**src/rtl/demux32_assembler.sv**
```systemverilog
// Receive end of the 32:1 bit-select path: assembles (bit, select) beats into words
// and hands completed words to a one-deep valid/ready output slot.
module demux32_assembler #(
  parameter  int unsigned N     = 32,
  localparam int unsigned SEL_W = $clog2(N)
) (
  input  logic             clk,
  input  logic             rst,
  input  logic             in_valid,
  output logic             in_ready,
  input  logic             in_bit,
  input  logic [0:SEL_W-1] in_select,
  input  logic             in_last,
  output logic             out_valid,
  input  logic             out_ready,
  output logic [0:N-1]     out_data,
  output logic [0:N-1]     out_mask,
  output logic             err_dup
);

  typedef enum logic [0:0] {COLLECT = 1'b0, STALL = 1'b1} state_e;

  state_e         state_q, state_d;
  logic [0:N-1]   asm_data_q, asm_data_d;
  logic [0:N-1]   asm_mask_q, asm_mask_d;
  logic [0:N-1]   out_data_q, out_data_d;
  logic [0:N-1]   out_mask_q, out_mask_d;
  logic           out_valid_q, out_valid_d;
  logic           err_dup_q, err_dup_d;

  logic [0:N-1]   onehot;
  logic [0:N-1]   beat_data;
  logic [0:N-1]   beat_mask;
  logic           accept;
  logic           complete;
  logic           slot_free;
  logic           drain;

  // Decode of the registered state only, so in_ready never sees in_*.
  assign in_ready  = (state_q == COLLECT);
  assign accept    = in_valid & in_ready;
  assign slot_free = ~out_valid_q | out_ready;
  assign drain     = out_valid_q & out_ready;

  always_comb begin
    onehot            = '0;
    onehot[in_select] = 1'b1;
  end

  // Word as it would look with the current beat merged in.
  assign beat_mask = asm_mask_q | onehot;
  assign beat_data = (asm_data_q & ~onehot) | (in_bit ? onehot : '0);
  assign complete  = accept & ((&beat_mask) | in_last);

  // State register plus datapath registers.
  always_ff @(posedge clk or negedge rst) begin
    if (!rst) begin
      state_q     <= COLLECT;
      asm_data_q  <= '0;
      asm_mask_q  <= '0;
      out_data_q  <= '0;
      out_mask_q  <= '0;
      out_valid_q <= 1'b0;
      err_dup_q   <= 1'b0;
    end else begin
      state_q     <= state_d;
      asm_data_q  <= asm_data_d;
      asm_mask_q  <= asm_mask_d;
      out_data_q  <= out_data_d;
      out_mask_q  <= out_mask_d;
      out_valid_q <= out_valid_d;
      err_dup_q   <= err_dup_d;
    end
  end

  // Next-state: a completed word that cannot reach the slot parks in asm.
  always_comb begin
    state_d = state_q;
    unique case (state_q)
      COLLECT: if (complete && !slot_free) state_d = STALL;
      STALL:   if (drain)                  state_d = COLLECT;
      default: state_d = COLLECT;
    endcase
  end

  // Datapath / output next values.
  always_comb begin
    asm_data_d  = asm_data_q;
    asm_mask_d  = asm_mask_q;
    out_data_d  = out_data_q;
    out_mask_d  = out_mask_q;
    out_valid_d = out_valid_q;
    err_dup_d   = accept & asm_mask_q[in_select];
    unique case (state_q)
      STALL: begin
        if (drain) begin
          out_data_d  = asm_data_q;
          out_mask_d  = asm_mask_q;
          out_valid_d = 1'b1;
          asm_data_d  = '0;
          asm_mask_d  = '0;
        end
      end
      default: begin
        if (drain) out_valid_d = 1'b0;
        if (complete && slot_free) begin
          out_data_d  = beat_data;
          out_mask_d  = beat_mask;
          out_valid_d = 1'b1;
          asm_data_d  = '0;
          asm_mask_d  = '0;
        end else if (accept) begin
          asm_data_d = beat_data;
          asm_mask_d = beat_mask;
        end
      end
    endcase
  end

  assign out_valid = out_valid_q;
  assign out_data  = out_data_q;
  assign out_mask  = out_mask_q;
  assign err_dup   = err_dup_q;

endmodule
```
**config.mk**
```make
export PLATFORM = sky130hd
export DESIGN_NAME = demux32_assembler
export DESIGN_NICKNAME = d
export VERILOG_FILES = /design/src/rtl/demux32_assembler.sv
export SDC_FILE = /design/constraint.sdc
export NUM_CORES = 1
export LEC_CHECK = 0
export CAP_MARGIN = 20
export CORE_MARGIN = 5
export CORE_UTILIZATION = 55
export DETAILED_ROUTE_END_ITERATION = 7
export PLACE_DENSITY = 0.79
export SLEW_MARGIN = 20
export SYNTH_ARGS = -nofsm -noshare
export SYNTH_HDL_FRONTEND = slang
export SYNTH_SLANG_ARGS = --single-unit
```
**constraint.sdc**
```tcl
create_clock -name clk -period 2.8 [get_ports clk]
set_clock_uncertainty 0.1 [all_clocks]
set_input_delay 0.28 -clock clk [delete_from_list [all_inputs] [get_ports clk]]
set_output_delay 0.28 -clock clk [all_outputs]
set_load 0.01 [all_outputs]
```
Word level (Yosys, flattened, before mapping)
Index checks and enable logic that the tools add are counted.

Register bits: 131. Bits of input ports: 11. Output and inout bits: 67.

$lt $le $gt $ge: 2. Equal/unequal tests: 1. Muxes and demuxes: 26. Bitwise gates (word level): 13. Reductions and logical operators: 11.

Operators by type and width (count): 32-bit two-way mux (14); 32-bit OR (2); 32-bit bitwise AND (1); 32-bit NOT (1); 32-bit AND reduction (1); 1-bit two-way mux (9); 6-bit >= comparator (second input constant) (1); 6-bit by 1-bit less-than comparator with 1-bit output (second input constant) (1); 5-bit NOT with 6-bit output (1); 2-bit AND reduction (3); 1-bit binary-select mux with 5-bit select (1); 1-bit demux with 5-bit select (1); 1-bit bitwise AND (4); 2-bit nonzero test (2); 1-bit logical AND (3); 3-bit nonzero test (1); 2-bit by 1-bit inequality test with 1-bit output (second input constant) (1); 1-bit NOT (2); 1-bit OR (2); 1-bit one-hot mux with 2 select lines (1); 1-bit logical NOT (1).

Longest topological paths before layout
Gate-level depths: netlist of run 1.

Depth after elaboration: 12. Depth in mapped cells: 12.

Least setup slack after synthesis of run 1
Ideal clock, no wire load.

Path kind: input port to flip-flop. Start: in in_select[1] (netlist bit). End: reg asm_mask_q[16] (netlist bit). Setup time: 0.122 ns. Arrival: 2.432 ns. Data required time: 2.578 ns. Slack: 0.146 ns. Stages: 11. Path buffers: 3. Path through: buf_4 nor3_4 a21oi_1 or4_1 nor4_1 a31o_2 a21oi_2 or2_1 buf_2 buf_2 a32o_1.

Longest elaborated chain between the ends: 12. Elaborated cells on any way between the ends: 16. Those cells by class: 2 x order compare; 5 x mux; 4 x bitwise; 5 x reduce/logical.

RTL lines: from (decl) (RTL line 12) `input logic [0:SEL_W-1] in_select,`; 5-bit NOT with 6-bit output (implied by the code) (*) (RTL line 47) `onehot[in_select] = 1'b1;`; 6-bit >= comparator (implied by the code) or 6-bit by 1-bit less-than comparator with 1-bit output (tied branches) (RTL line 47); 1-bit logical AND (implied by the code) (RTL line 47); 1-bit two-way mux (implied by the code) (RTL line 47); 1-bit demux with 5-bit select (*) (RTL line 47); 32-bit OR (*) (RTL line 51) `assign beat_mask = asm_mask_q | onehot;`; 32-bit AND reduction (RTL line 53) `assign complete = accept & ((&beat_mask) | in_last);`; 1-bit OR (RTL line 53); 1-bit bitwise AND (RTL line 53); 1-bit logical AND (RTL line 106) `if (complete && slot_free) begin`; 3-bit nonzero test (no source line) or 32-bit two-way mux (tied branches); 2-bit AND reduction (no source line) or 32-bit two-way mux (tied branches); to (signal assigned) (RTL line 68) `asm_mask_q <= asm_mask_d;`; to (decl) (RTL line 25) `logic [0:N-1] asm_mask_q, asm_mask_d;`.

Every way passes the cells marked *; elsewhere a longest branch is shown, timed or not. The select of a mux whose other input is x is not followed. A chain may end at the register's enable or synchronous reset.

Worst setup path in the final report of run 1
Start: in in_select[2] (netlist bit). End: reg asm_data_q[21] (netlist bit).

Longest elaborated chain between the ends: 12. Elaborated cells on any way between the ends: 20. Those cells by class: 2 x order compare; 6 x mux; 7 x bitwise; 5 x reduce/logical.

RTL lines: 5-bit NOT with 6-bit output (implied by the code) (*) (RTL line 47); 6-bit >= comparator (implied by the code) or 6-bit by 1-bit less-than comparator with 1-bit output (tied branches) (RTL line 47); 1-bit logical AND (implied by the code) (RTL line 47); 1-bit two-way mux (implied by the code) (RTL line 47); 1-bit demux with 5-bit select (*) (RTL line 47); 32-bit OR (RTL line 51); 32-bit AND reduction (RTL line 53); 1-bit OR (RTL line 53); 1-bit bitwise AND (RTL line 53); 1-bit logical AND (RTL line 106); 3-bit nonzero test (no source line) or 32-bit two-way mux (tied branches); 2-bit AND reduction (no source line) or 32-bit two-way mux (tied branches); to (signal assigned) (RTL line 67) `asm_data_q <= asm_data_d;`; to (decl) (RTL line 24) `logic [0:N-1] asm_data_q, asm_data_d;`.

Marked as above.

==> out/summary.txt, run 1 <==
GLOBAL ROUTING
----------------------------------------------------------------------------------
Number of antenna violations at the first check in global routing                0
GRT Total Usage                                                              29.6%
Pin count of the biggest net entering global routing                            49
Wire length of the first global-routing pass                             32,800 um
Total grt overflow                                                               0
Via count of the first global-routing pass                                   5,969

FLOORPLANNING
----------------------------------------------------------------------------------
Core footprint                                                         11,400 um^2
Die span in y                                                               118 um
Count of pins on the block boundary                                             78
Starting utilization of the core area                                        56.2%
Placement Rows                                                                  39
Chip width                                                                  118 um
Die Footprint                                                          13,900 um^2

PLACEMENT
----------------------------------------------------------------------------------
Final RePlAce weighted congestion                                             1.00
# placed instances                                                             863
Post-DP HPWL                                                             14,200 um
Post-place instance area                                                 7820 um^2
Number of I/O port buffers                                                      77

STA
----------------------------------------------------------------------------------
Normalized max-slew margin                                                   54.0%
Pins over their slew limit                                                       0
Final Cycle Share                                                            95.7%
Post-route minimum period                                                  2680 ps
Worst-margin pin slew                                                       689 ps
Final count of hold timing violations                                            0
Setup repair after global routing missed its margin                          false
Number of setup violations in the final report                                   0
Highest achievable clock rate                                              373 MHz
Setup TNS Final                                                               0 ps

SYNTHESIS
----------------------------------------------------------------------------------
Cell count after synthesis                                                     622
Fraction of registers with async set/reset                                    100%
Post-synth cell types                                                           44
Most common flop cell mapped by yosys                                 sky130_fd_sc_hd__dfrtp_1
Net Count, Synth                                                               633
Post-Syn Area                                                            6420 um^2
Proportion of synthesized chip area in sequential cells                      51.1%
Warnings, synthesis                                                              0
EDFF count, synth                                                                0
Mean instance size in the synthesized netlist                            10.3 um^2
FF+latch count, synth                                                          131

FINAL LAYOUT
----------------------------------------------------------------------------------
Fin area                                                                 8660 um^2
Commonest non-fill, non-tap cells in the layout                       sky130_fd_sc_hd__dfrtp_1, sky130_fd_sc_hd__o21ai_0, sky130_fd_sc_hd__clkdlybuf4s50_1
Most common library cell in the layout ignoring fill and taps         sky130_fd_sc_hd__dfrtp_1
Final layout net count                                                         757
Antenna diodes                                                                   0
Fraction of layout instances using a drive strength above 1                  20.8%
Signed area change from the synthesized netlist to the final layout          34.9%
Post-Layout Cell Count                                                         902

PWR
----------------------------------------------------------------------------------
Power per cell area                                                    875 nW/um^2
Worst vdd ir                                                              0.621 mV
Leak                                                                       3.65 nW

RUN
----------------------------------------------------------------------------------
Number of max-capacitance violations reported                                    0

CLOCKING
----------------------------------------------------------------------------------
CTS H-Tree Depth                                                                 4
Clock tree from TritonCTS                                                     done
CTS buffer count                                                                17
Clk root buf                                                          sky130_fd_sc_hd__clkbuf_16
Deepest clock path buffer count                                                  2
Skew-Pair Late Insertion Delay                                              430 ps
Clock transition at path regs                                                60 ps
Clock net sink count                                                           131

ROUTE
----------------------------------------------------------------------------------
WL final                                                                 20,900 um
Total number of vias                                                         5,925
Number of nets still failing antenna checks after routing                        0
Vias per cell                                                                 6.57
Number of remaining DRC errors                                                   0
Number of detailed-routing iterations run before antenna repair                  5
Routed wire per std cell                                                   23.1 um
Initial DRC count                                                              621

CRITICAL PATH
----------------------------------------------------------------------------------
Critical Path Slowest Stage Cell                                      sky130_fd_sc_hd__or4_1
Critical path data required time                                           3010 ps
Crit-path max cell delay                                                    530 ps
CP Data Arrival Time                                                       2890 ps
Chain of cells forming the critical path                              dlygate4sd2_1, buf_4, and2b_2, a32oi_1, or4_1, nor4_2, a31o_4, buf_4, a31o_4, buf_12, o21ai_0, a22o_1
Kind of critical path                                                    in -> reg
Crit end category                                                             flop
Critical path launch point type                                       primary input
Maximum net fanout on the critical path                                          5
Reg-to-Reg End                                                        asm_data_q[21]
Depth of the most critical reg-to-reg path                                      10
Worst reg-to-reg setup slack                                                140 ps
R2R Path Start                                                        asm_mask_q[7]

RUN STATUS
----------------------------------------------------------------------------------
Status                                                                complete, no violations

MIN PATH
----------------------------------------------------------------------------------
Hold crit path type                                                    in -> async

-- worst max-delay path: cells and delay by family --
family,cells,cell delay (ps)
buffers and inverters,4,750
and+or+nand+nor,3,960
AOI/OAI and AO/OA,5,890
-- registers in the layout (all words and copies together), names as in the netlist --
signal	cells
err_dup	1
out_data	32
state_q	1
out_mask	32
asm_data_q	32
out_valid	1
asm_mask_q	32
-- cells by family (layout without fill, tap and decap cells) --
family | Yosys count | in the layout | synth area share [%]
AOI/OAI and AO/OA | 245 | 245 | 24.4
buffers and inverters | 73 | 210 | 5.26
DFF | 131 | 131 | 51.1
muxes | 44 | 44 | 8.83
and+or+nand+nor | 129 | 129 | 10.5
-- per-stage QoR --
step	setup WS (ps)	util (%)	hold slack, ps	total power, mW
2_1_floorplan	146	-	-116	3.72
3_3_place_gp	-647	68.5	233	4.88
3_5_place_dp	-668	68.5	244	4.94
4_1_cts	20.4	74.8	337	7.42
5_1_grt	12.6	75.9	374	7.90
6_report	120	75.9	330	7.58
-- final cells by class --
type                            instances  area (um^2)
Multi-Input combinational cell        418         2890
Sequential cell                       131         3280
Clock buffer                           20          457
Clock inverter                         12          178
Inverter                               13         48.8
Fill cell                             775         2750
Timing Repair Buffer                  165         1640
Tap cell                              143          179
-- how the worst max path moves through the flow --
stage	start	end	slack, ps	cells past startpoint
floorplan	in_select[1]	asm_mask_q[16]	150	11
global placement	in_select[1]	asm_mask_q[13]	-650	12
detailed placement	in_select[1]	out_mask[24]	-670	12
CTS	in_select[0]	asm_data_q[21]	20	12
global route	in_select[2]	asm_data_q[14]	10	13
finish	in_select[2]	asm_data_q[21]	120	12
-- metal layers --
| metal | wire, um | track usage [%] |
|---|---|---|
| met1 | 8580 | 39.9 |
| met2 | 9870 | 45.1 |
| met3 | 1580 | 7.93 |
| met4 | 817 | 13.0 |
| met5 | 0 | 0 |
-- synthesized netlist by cell type (4+ instances only) --
cell type | count | area (um^2)
sky130_fd_sc_hd__a32o_1 | 12 | 120
sky130_fd_sc_hd__dfrtp_1 | 131 | 3280
sky130_fd_sc_hd__nor4_1 | 4 | 25.0
sky130_fd_sc_hd__clkbuf_1 | 32 | 120
sky130_fd_sc_hd__mux2i_1 | 33 | 330
sky130_fd_sc_hd__buf_4 | 4 | 30.0
sky130_fd_sc_hd__nand2_1 | 19 | 71.3
sky130_fd_sc_hd__nand3_1 | 4 | 20.0
sky130_fd_sc_hd__buf_1 | 5 | 18.8
sky130_fd_sc_hd__and2_1 | 6 | 37.5
sky130_fd_sc_hd__inv_1 | 13 | 48.8
sky130_fd_sc_hd__nor2_1 | 47 | 176
sky130_fd_sc_hd__and3_1 | 8 | 50.1
sky130_fd_sc_hd__o22ai_1 | 14 | 87.6
sky130_fd_sc_hd__buf_6 | 4 | 45.0
sky130_fd_sc_hd__mux4_2 | 10 | 225
sky130_fd_sc_hd__o21ai_0 | 115 | 576
sky130_fd_sc_hd__buf_2 | 15 | 75.1
sky130_fd_sc_hd__o32a_1 | 16 | 160
sky130_fd_sc_hd__nor3_1 | 17 | 85.1
sky130_fd_sc_hd__nand3b_1 | 5 | 37.5
sky130_fd_sc_hd__a22o_1 | 41 | 359
sky130_fd_sc_hd__a21oi_1 | 35 | 175
-- what timing repair did --
action,4_1_cts,5_1_grt
cloned,1,2
setup endpoints to repair,127,127
pin swaps,3,7
hold endpoints to repair,45,0
setup buffers,2,1
gates resized for setup,14,25
hold buffers,1,0
-- where the power goes --
group	leakage [nW]	internal [mW]	total [mW]	switching, mW
Combinational	1.56	1.24	2.74	1.50
Sequential	1.78	2.23	2.46	0.224
Clock	0.299	1.54	2.38	0.846
(Power assumes the default switching activity.)
==> inputs of run 2 (changes only) <==
- CORE_MARGIN: 5 -> default
- CORE_UTILIZATION: 55 -> 51
- PLACE_DENSITY: 0.79 -> 0.77
- clock period: 2.8 -> 2.35 ns (I/O delays scaled with it)
==> run 2 against run 1 <==
  * The flow now finishes with violations (negative setup slack)
  * Non-clock buffer count grew 64
  * Largest cell class unchanged
  * Total power rose by 22%
  * Combinational power increased by 42%
  * Critical endpoint is now asm_mask_q[14]
==> out/summary.txt, run 2 (same netlist as run 1, synthesis figures left out) <==
FLOORPLANNING
----------------------------------------------------------------------------------
Core footprint                                                         12,200 um^2   +6.5%
Chip width                                                                  114 um   -3.3%
Starting utilization of the core area                                        52.8%   -3.4 points
Die span in y                                                               114 um   -3.3%
Placement Rows                                                                  40   +2.6%
Die Footprint                                                          13,000 um^2   -6.4%
Count of pins on the block boundary                                             78   unchanged

CRITICAL PATH
----------------------------------------------------------------------------------
Reg-to-Reg End                                                        asm_mask_q[14]
Maximum net fanout on the critical path                                         25   +20
Depth of the most critical reg-to-reg path                                       9   -1
Critical path data required time                                           2570 ps   -440 ps
Critical path launch point type                                               flop
R2R Path Start                                                        asm_mask_q[7]
CP bufs+invs                                                                     1   -3
Cell family contributing the most delay on the critical path          compound AO/OA/AOI/OAI gates
Worst reg-to-reg setup slack                                               -330 ps   -470 ps
Kind of critical path                                                   reg -> reg
Critical Path Slowest Stage Cell                                      sky130_fd_sc_hd__or3b_4
Crit-path max cell delay                                                    400 ps   -130 ps
Crit end category                                                             flop
CP Data Arrival Time                                                       2900 ps   about the same
Chain of cells forming the critical path                              or3b_4, a211o_1, a22oi_1, and4_1, a31o_4, a21oi_2, or2_4, buf_12, a22o_1

STA
----------------------------------------------------------------------------------
Normalized max-slew margin                                                   52.4%   -1.5 points
Final Cycle Share                                                             114%
Post-route minimum period                                                  2680 ps
Highest achievable clock rate                                              373 MHz
Setup repair after global routing missed its margin                           true
Number of setup violations in the final report                                 130   +130
Final count of hold timing violations                                            0   unchanged
Worst-margin pin slew                                                       713 ps   +24.7 ps
Final critical-path setup slack                                            -333 ps   -453 ps
Pins over their slew limit                                                       0   unchanged

CLOCKING
----------------------------------------------------------------------------------
Clock net sink count                                                           131   unchanged
Clk root buf                                                          sky130_fd_sc_hd__clkbuf_16
Clock transition at path regs                                                60 ps   about the same
CTS buffer count                                                                17   unchanged
Deepest clock path buffer count                                                  2   unchanged
Skew-Pair Late Insertion Delay                                              440 ps   about the same
Clock tree from TritonCTS                                                     done
CTS H-Tree Depth                                                                 4   unchanged

PWR
----------------------------------------------------------------------------------
Leak                                                                       4.02 nW   +10%
Worst vdd ir                                                              0.843 mV   +36%
Power per cell area                                                    993 nW/um^2   +14%

FINAL LAYOUT
----------------------------------------------------------------------------------
Most common library cell in the layout ignoring fill and taps         sky130_fd_sc_hd__dfrtp_1
Signed area change from the synthesized netlist to the final layout          45.5%
Final design utilization                                                     76.8%   +0.96 points
Commonest non-fill, non-tap cells in the layout                       sky130_fd_sc_hd__dfrtp_1, sky130_fd_sc_hd__buf_4, sky130_fd_sc_hd__clkdlybuf4s50_1
Final layout net count                                                         821   +8.5%
Antenna diodes                                                                   0   unchanged
Fraction of layout instances using a drive strength above 1                  31.9%   +11 points

PLACEMENT
----------------------------------------------------------------------------------
Number of I/O port buffers                                                      77   unchanged
Placement-stage worst setup slack                                         -1030 ps   -359 ps
Final RePlAce weighted congestion                                            0.953   -5.1%
Post-DP HPWL                                                             15,100 um   +7.0%

ROUTE
----------------------------------------------------------------------------------
Number of nets still failing antenna checks after routing                        0   unchanged
Initial DRC count                                                              670   +7.9%
Number of detailed-routing iterations run before antenna repair                  6   +1
Number of remaining DRC errors                                                   0   unchanged
Total number of vias                                                         6,391   +7.9%
Vias per cell                                                                 6.46   -1.6%
Routed wire per std cell                                                   23.7 um   +2.6%
WL final                                                                 23,500 um   +13%

GLOBAL ROUTING
----------------------------------------------------------------------------------
Wire length of the first global-routing pass                             35,500 um   +8.1%
Number of antenna violations at the first check in global routing                0   unchanged
Pin count of the biggest net entering global routing                            54   +10%
Via count of the first global-routing pass                                   6,301   +5.6%
GRT Total Usage                                                              37.3%   +7.6 points
Total grt overflow                                                               0   unchanged

RUN STATUS
----------------------------------------------------------------------------------
Status                                                                finished with violations
Failing checks                                                        negative setup slack

MIN PATH
----------------------------------------------------------------------------------
Hold crit path type                                                    in -> async

RUN
----------------------------------------------------------------------------------
Number of max-capacitance violations reported                                    0   unchanged

-- run 2: through the flow --
step | instance area, um^2 | hold WS (ps) | total power [mW] | TNS, ps | std cells
floorplan | 6480 | -161 | 4.49 | -18120 | 622
global placement | 8280 | 177 | 5.93 | -117460 | 943
detailed placement | 8280 | 191 | 6.05 | -121840 | 943
CTS | 9240 | 299 | 9.04 | -25220 | 989
global route | 9350 | 333 | 9.59 | -37990 | 989
finish | 9350 | 262 | 9.28 | -32390 | 989
-- run 2: power by group --
group	internal, mW	switching (mW)
Combinational	1.76	2.14
Sequential	2.66	0.280
Clock	1.49	0.956
Total	5.91	3.37
-- run 2: timing repair --
item                                    in CTS  in global routing
resized for setup                           95                 40
hold buffers                                 1                  0
buffers inserted                            11                  1
pin swaps                                   13                 13
gates cloned                                 4                  0
endpoints found under the hold margin       40                  0
endpoints found under the setup margin     131                130
-- run 2: layout make-up --
cell class / count / area [um^2]
sequential: 131 / 3280
multi-input combinational: 418 / 3120
fill: 816 / 2820
timing repair buffer: 229 / 2160
clock buffer: 25 / 475
tap: 168 / 210
clock inverter: 5 / 53.8
inverter: 13 / 48.8
-- run 2: how the worst max path moves through the flow --
stage             startpoint             end  slack, ps  cells after the start
3_5_place_dp    in_select[2]     out_mask[9]      -1030                     11
3_3_place_gp    in_select[2]  asm_mask_q[29]       -970                     10
5_1_grt        asm_mask_q[7]  asm_data_q[24]       -410                     10
2_1_floorplan   in_select[1]  asm_mask_q[15]       -220                     11
4_1_cts        asm_mask_q[7]  asm_data_q[13]       -260                     10
6_report       asm_mask_q[7]  asm_mask_q[14]       -330                      9
-- run 2: layer usage --
metal	vias up	global-route usage, %	part of all wire [%]
met3	94	9.48	8.6
met1	3185	48.8	40
met5	-	0	0
met2	409	57.5	47
met4	0	19.2	4.8
li1	2703	-	-
